==> src/rtl/xilinx_fifo_sync_ctrl.sv <==
// Controller beside one xilinx_fifo_sync: reset/recovery sequencing, round-robin
// write-port sharing, gated reads with latency-aligned valid, sticky error flags.
//
// state         | meaning
// --------------+--------------------------------------------------------
// ST_RST_ASSERT | fifo_rst high for RST_CYCLES cycles
// ST_RECOVER    | fifo_rst low, enables/grants held off for RECOVER_CYCLES
// ST_RUN        | ready; writes arbitrated, reads gated by empty
module xilinx_fifo_sync_ctrl #(
  parameter int N_REQ          = 4,
  parameter int DATA_WIDTH     = 4,
  parameter int RST_CYCLES     = 5,
  parameter int RECOVER_CYCLES = 4,
  parameter int READ_LATENCY   = 1
) (
  input  logic                          clk,
  input  logic                          rstn,
  input  logic                          init,
  input  logic [N_REQ-1:0]              req,
  input  logic [N_REQ*DATA_WIDTH-1:0]   req_data,
  output logic [N_REQ-1:0]              gnt,
  input  logic                          rd_req,
  output logic                          rd_valid,
  output logic [DATA_WIDTH-1:0]         rd_data,
  output logic                          ready,
  output logic [1:0]                    err,
  input  logic                          err_clr,
  output logic                          fifo_rst,
  output logic                          fifo_wren,
  output logic                          fifo_rden,
  output logic [DATA_WIDTH-1:0]         fifo_di,
  input  logic [DATA_WIDTH-1:0]         fifo_do,
  input  logic                          fifo_full,
  input  logic                          fifo_empty,
  input  logic                          fifo_wrerr,
  input  logic                          fifo_rderr
);

  localparam int IDX_W   = (N_REQ > 1) ? $clog2(N_REQ) : 1;
  localparam int CNT_MAX = (RST_CYCLES > RECOVER_CYCLES) ? RST_CYCLES : RECOVER_CYCLES;
  localparam int CNT_W   = $clog2(CNT_MAX);

  localparam logic [CNT_W-1:0] RST_TC = CNT_W'(RST_CYCLES - 1);
  localparam logic [CNT_W-1:0] REC_TC = CNT_W'(RECOVER_CYCLES - 1);

  localparam logic [1:0] ST_RST_ASSERT = 2'd0;
  localparam logic [1:0] ST_RECOVER    = 2'd1;
  localparam logic [1:0] ST_RUN        = 2'd2;

  logic [1:0]              state;
  logic [CNT_W-1:0]        cnt;
  logic                    run;
  logic [IDX_W-1:0]        last;
  logic [IDX_W-1:0]        sel;
  logic [IDX_W-1:0]        cand;
  logic                    found;
  logic                    gnt_ok;
  logic [READ_LATENCY-1:0] vld_pipe;
  logic [READ_LATENCY:0]   vld_ext;

  always_ff @(posedge clk or negedge rstn) begin
    if (!rstn) begin
      state <= ST_RST_ASSERT;
      cnt   <= '0;
    end else if (init) begin
      state <= ST_RST_ASSERT;
      cnt   <= '0;
    end else begin
      case (state)
        ST_RST_ASSERT: begin
          if (cnt == RST_TC) begin
            state <= ST_RECOVER;
            cnt   <= '0;
          end else begin
            cnt <= cnt + 1'b1;
          end
        end
        ST_RECOVER: begin
          if (cnt == REC_TC) begin
            state <= ST_RUN;
            cnt   <= '0;
          end else begin
            cnt <= cnt + 1'b1;
          end
        end
        ST_RUN: begin
          cnt <= '0;
        end
        default: begin
          state <= ST_RST_ASSERT;
          cnt   <= '0;
        end
      endcase
    end
  end

  assign run      = (state == ST_RUN);
  assign ready    = run;
  assign fifo_rst = (state == ST_RST_ASSERT);

  // Search starts one past the last winner so a steady requester set rotates.
  always_comb begin
    found = 1'b0;
    sel   = '0;
    cand  = '0;
    for (int k = 1; k <= N_REQ; k++) begin
      cand = IDX_W'((int'(last) + k) % N_REQ);
      if (!found && req[cand]) begin
        found = 1'b1;
        sel   = cand;
      end
    end
  end

  assign gnt_ok    = run && !fifo_full && found;
  assign gnt       = gnt_ok ? (N_REQ'(1) << sel) : '0;
  assign fifo_wren = gnt_ok;

  always_comb begin
    fifo_di = req_data[DATA_WIDTH-1:0];
    for (int i = 0; i < N_REQ; i++) begin
      if (gnt_ok && sel == IDX_W'(i)) begin
        fifo_di = req_data[i*DATA_WIDTH +: DATA_WIDTH];
      end
    end
  end

  always_ff @(posedge clk or negedge rstn) begin
    if (!rstn) begin
      last <= IDX_W'(N_REQ - 1);
    end else if (gnt_ok) begin
      last <= sel;
    end
  end

  assign fifo_rden = rd_req && !fifo_empty && run;
  assign vld_ext   = {vld_pipe, fifo_rden};
  assign rd_valid  = vld_pipe[READ_LATENCY-1];
  assign rd_data   = fifo_do;

  // init drops in-flight reads; the FIFO contents they refer to are being reset.
  always_ff @(posedge clk or negedge rstn) begin
    if (!rstn) begin
      vld_pipe <= '0;
    end else if (init) begin
      vld_pipe <= '0;
    end else begin
      vld_pipe <= vld_ext[READ_LATENCY-1:0];
    end
  end

  always_ff @(posedge clk or negedge rstn) begin
    if (!rstn) begin
      err <= 2'b00;
    end else begin
      err <= (err & {2{~err_clr}}) | ({fifo_rderr, fifo_wrerr} & {2{run}});
    end
  end

endmodule

==> config.mk <==
export PLATFORM = sky130hd
export DESIGN_NAME = xilinx_fifo_sync_ctrl
export DESIGN_NICKNAME = d
export VERILOG_FILES = /design/src/rtl/xilinx_fifo_sync_ctrl.sv
export SDC_FILE = /design/constraint.sdc
export NUM_CORES = 1
export LEC_CHECK = 0
export ABC_AREA = 1
export BUFFER_PORTS_ARGS = -buffer_cell sky130_fd_sc_hd__buf_2
export CORE_MARGIN = 3
export CORE_UTILIZATION = 45
export DETAILED_ROUTE_END_ITERATION = 16
export GPL_TIMING_DRIVEN = 0
export PLACE_DENSITY = 0.79
export SYNTH_ARGS = -nofsm -noshare
export SYNTH_HDL_FRONTEND = slang
export SYNTH_SLANG_ARGS = --single-unit
==> constraint.sdc <==
create_clock -name clk -period 2.5 [get_ports clk]
set_input_delay 0.5 -clock clk [delete_from_list [all_inputs] [get_ports clk]]
set_output_delay 0.5 -clock clk [all_outputs]
set_load 0.1 [all_outputs]
After elaboration in Yosys (flattened, before gate mapping)
Cells that the tools add are included.

cells by class
  $lt $le $gt $ge = 4
  eq/ne operators = 10
  $add $sub $neg = 5
  multiplexer cells = 29
  reductions and logical operators = 17
  shift-type cells = 1
  bitwise gates (word level) = 4

operators by type and width
  cell                 number
  $mux 4               4
  $mux 2               7
  $lt 2x3->1 const B   4
  $logic_and 1x1->1    10
  $mux 1               9
  $mux 3               3
  $bmux 1 s2           4
  $eq 2x2->1 const B   3
  $pmux 2 s3           1
  $pmux 3 s2           1
  $logic_not 1->1      5
  $add 2x1->2 const B  2
  $add 2x2->2 const B  2
  $and 2x2->2          2
  $eq 2x1->1 const B   2
  $shl 1x2->4 const A  1
  $add 3x1->3 const B  1
  $eq 3x2->1 const B   1
  $eq 3x3->1 const B   1
  $ne 3x2->1 const B   1
  $ne 3x3->1 const B   1
  $reduce_and 3->1     1
  $logic_not 2->1      1
  $ne 2x2->1 const B   1
  other kinds (2)      2

word-level totals
  input port bits = 33
  logic and storage cells = 75
  output and inout port bits = 19
  register bits after elaboration = 10

Depth between registers and ports, before layout
  word-level depth = 18
  depth in mapped cells = 17
  gate-level depth less buffers = 16

Worst setup path after synthesis
No wires, ideal clock.

  path type = reg2out
  start point = register state[0]
  end point = output gnt[0]
  arrival = 4374 ps
  stages on the path, launching flop included = 6
  data required time = 2000 ps
  path slack = -2374 ps
  path buffers = 0
  path through = dfrtp_1 -> nor2_1 -> inv_1 -> nor2_1 -> nand2_4 -> nor3_1

between the ends
  word-level cells in the longest chain between the ends = 4

ends and longest elaborated chain
  item                             RTL line  source
  start, declared                  50        logic [1:0] state;
  start signal, assigned           63        state <= ST_RST_ASSERT;
  start signal, assigned           66        state <= ST_RST_ASSERT;
  start signal, assigned           72        state <= ST_RECOVER;
  $eq 2x2->1                       97        assign run = (state == ST_RUN);
  named net ready                  25        output logic ready,
  $logic_and 1x1->1 (2 in series)  115       assign gnt_ok = run && !fifo_full && found;
  $mux 4                           116       assign gnt = gnt_ok ? (N_REQ'(1) << sel) : '0;
  end, declared                    21        output logic [N_REQ-1:0] gnt,

The timed path passes the listed nets, and every way through them passes these cells.

Final worst setup path
  start point = register last[0]
  end point = output fifo_di[0]

between the ends
  word-level cells in the longest chain between the ends = 18
  elaborated cells on any way between the ends = 36
  classes of those cells = 4 x add/sub; 3 x eq/ne; 19 x mux; 10 x reduce/logical

ends and longest elaborated chain
  item                                                    RTL line  source
  start, declared                                         53        logic [IDX_W-1:0] last;
  start signal, assigned                                  130       last <= IDX_W'(N_REQ - 1);
  start signal, assigned                                  132       last <= sel;
  $add 2x1->2                                             107       cand = IDX_W'((int'(last) + k) % N_REQ);
  $bmux 1 s2                                              108       if (!found && req[cand]) begin
  $mux 1 (implied by the code)                            108
  $mux 1                                                  108
  $logic_not 1->1                                         108
  $logic_and 1x1->1                                       108
  $mux 1                                                  108
  $logic_not 1->1                                         108
  $logic_and 1x1->1                                       108
  $mux 1                                                  108
  $logic_not 1->1                                         108
  $logic_and 1x1->1                                       108
  $mux 2 / $mux 1 (equally long branches)                 108
  $eq 2x1->1 / $logic_and 1x1->1 (equally long branches)  122, 115
  $logic_and 1x1->1                                       122       if (gnt_ok && sel == IDX_W'(i)) begin
  $mux 4 (2 in series)                                    122
  $mux 4 (*)                                              122
  end, declared                                           31        output logic [DATA_WIDTH-1:0] fifo_di,

Mark *: on every way between the ends. The rest lies on a longest branch, timed or not. The select of a mux whose other input is x is not followed.

==> summary.md <==
• 1100 nW/um2 — P per Cell Area
• 66.8% — worst slew slack as a fraction of its limit
• 0 — Yosys warning count
• 3 — number of buffers inserted during clock tree synthesis
• 24.8% — total track usage
• 69.7% — fraction of final layout cells with drive strength greater than 1
• 1241 — vias in the first global route
• 16 — row cnt
• 10 — clk sink count
• 5.16 mm — wire length of the first global-routing pass
• 52 — I/O pin count
• 270 ps — later-pin clock latency in the skew report
• 0 — Detail Route Antenna Nets
• 261 — post-route non-filler standard cell count
• 70 ps — Reg clk slew, reported paths
• 1597 — count of vias placed by the detailed router
• 0 — final hold viol count
• finished with violations — run status
• 9 — final-report setup violation count
• 161 — synthesized instance count
• 0 — DRC errors left
• 1420 um2 — area after detailed placement
• 2000 um2 — finished layout cell area
• 0 — number of violations of the max-capacitance limit
• 0.962 ps — largest clock skew in the final design
• 3100 ps — minimum clock period
• flop to output port — Setup CP Type
• 2 — maximum clock insertion buffer count
• primary input to async pin — Min-Delay Path Class
• 0 — number of diodes
• 6.12 — vias per cell
• negative setup slack — failing checks
• flop — startpoint type of the worst setup path
• 6.42 um2 — average footprint of a synthesized cell
• 1.07 nW — Leakage
• 0.972 mV — Peak supply drop
• 4 — Pre-Repair DR Iteration Count
• -601 ps — final critical-path setup slack
• 10 — Yosys reg bits
• done — TritonCTS clock tree
• 2060 um2 — area of the core
• 2.17 mm — DPL Wire Length
• 6 — biggest fanout along the worst timing path
• 50.1% — effective utilization at floorplan
• clkbuf_4 — root cell of the clock tree
• 24.5% — sequential element share of the synthesized area
• 2000 ps — Worst Path Required
• 93.8% — P&R area growth vs syn
• 0 — aggregate global routing overflow
• 24 — distinct cell type count of the synthesized netlist
• 124% — share of the clock period used by the worst path
• 2600 ps — endpoint arrival time on the critical path
• 0 — number of antenna violations at the first check in global routing
• 235 — count of placed standard cells including taps
• 53.9 um — vertical die dimension
• 53.9 um — Die Width
• 71 — First DRT Iteration DRCs
• 1030 um2 — Netlist Area Pre-Place
• 272 — nets@finish
• 0.760 — weighted congestion at the end of routability-driven global placement
• 47 — # port buffers
• 0 — Final Slew Violations
• true — RSZ-0062 raised after global routing
• 502 ps — actual transition at the worst max-transition pin
• 322 MHz — max frequency
• 1 — CTS HTree Levels
• 22.9 um — detailed-route wire length per cell
• 2910 um2 — DIE AREA
• 5.97 mm — WL final
• 11 — pin count of the biggest net entering global routing
• output port — CP Capture Type
• 97.1% — final core utilization
• 198 — synthesized netlist net count
-- power breakdown --
| part | internal, mW | leakage [nW] | switching (mW) | total, mW |
|---|---|---|---|---|
| Combinational | 0.625 | 0.922 | 1.19 | 1.82 |
| Sequential | 0.218 | 0.130 | 0.0517 | 0.269 |
| Clock | 0.0619 | 0.0150 | 0.0599 | 0.122 |
-- synthesized netlist by cell type, drive strengths merged --
library cell  count  share of area, %
nand2            62                27
inv              30                12
nor2             17                11
nand3            16               7.7
dfrtp             8                19
buf               5               4.0
ha                4               4.8
nor3              4               1.9
o21ai             4               1.9
a21oi             3               1.8
dfstp             2               5.1
a21boi            1               1.1
a31oi             1              0.61
clkinv            1              0.36
nand4             1              0.61
o31ai             1              0.73
or2               1              0.61
-- path summary, 6_finish.rpt --
kind,startpoint,endpoint,slack [ps],cells after the start
min in group clk,fifo_empty,rd_valid,420,2
min reg2reg,cnt[0],cnt[0],530,1
max,last[0],fifo_di[0],-600,16
max reg2reg,last[0],last[1],530,13
max in group asynchronous,rstn,last[1],2170,1
min,rstn,cnt[2],80,1
-- layout make-up --
cell class / count / area, um2
inverters: 31 / 149
clock buffers: 4 / 26.3
repair inverters: 1 / 8.76
well taps: 27 / 33.8
multi-input cells: 115 / 946
flip-flops and latches: 10 / 253
repair buffers: 68 / 542
fillers: 35 / 58.8
plain buffers: 5 / 45.0
-- logic make-up after synthesis --
kind of cell | Yosys count | share of synthesized area (%)
buf+inv | 36 | 16.0
simple gates | 101 | 48.5
fa+ha+maj | 4 | 4.84
flops | 10 | 24.5
compound gates | 10 | 6.18
-- stage by stage --
step / TNS [ps] / setup WS [ps] / hold slack [ps] / total power, mW
3_3_place_gp: -1320 / -343 / 364 / 1.26
5_1_grt: -4970 / -722 / 75.4 / 2.33
3_5_place_dp: -1740 / -412 / 370 / 1.29
4_1_cts: -1920 / -319 / 79.6 / 1.63
6_report: -4020 / -601 / 77.1 / 2.21
2_1_floorplan: -911 / -259 / 204 / 1.13
-- sequential cells by signal (all words and copies together), names as in the netlist --
name / flops
cnt: 3
rd_valid: 1
last: 2
err: 2
state: 2
-- layer usage --
layer / GRT usage, % / part of all wire, % / vias to the layer above
li1: - / - / 636
met3: 5.82 / 8.0 / 69
met4: 11.1 / 10 / 0
met2: 46.2 / 51 / 143
met1: 25.9 / 31 / 749
met5: 0 / 0 / -
-- worst max-delay path: stages (launching register included) --
cell and delay (ps):
dfstp_2 560, buf_8 150, clkinv_8 90, nand2_2 90, nand2_4 70, nand2_4 80
nand2_2 80, inv_2 80, nand2_2 60, nand2_2 90, nand2_4 90, nor2_4 220
nand2_4 110, nand2_2 70, nand3_2 80, a21oi_4 190, buf_12 200
-- layout by cell type (no fill, tap or decap), types with 8 or more instances in the layout --
| master | instances |
|---|---|
| inv_1 | 19 |
| buf_2 | 38 |
| nand3_2 | 8 |
| nand2_2 | 24 |
| dfrtp_1 | 8 |
| buf_4 | 19 |
| nand2_4 | 18 |
| nor2_4 | 12 |
| inv_2 | 8 |
| buf_12 | 8 |
| nand2_1 | 17 |
-- what timing repair did --
item | in CTS | in global routing
endpoints found under the hold margin | 0 | 0
hold buffers | 0 | 0
buffers inserted | 9 | 12
gates resized for setup | 49 | 59
endpoints found under the setup margin | 9 | 9
gates cloned | 1 | 1
pin swaps | 10 | 23
(Power assumes the default switching activity.)
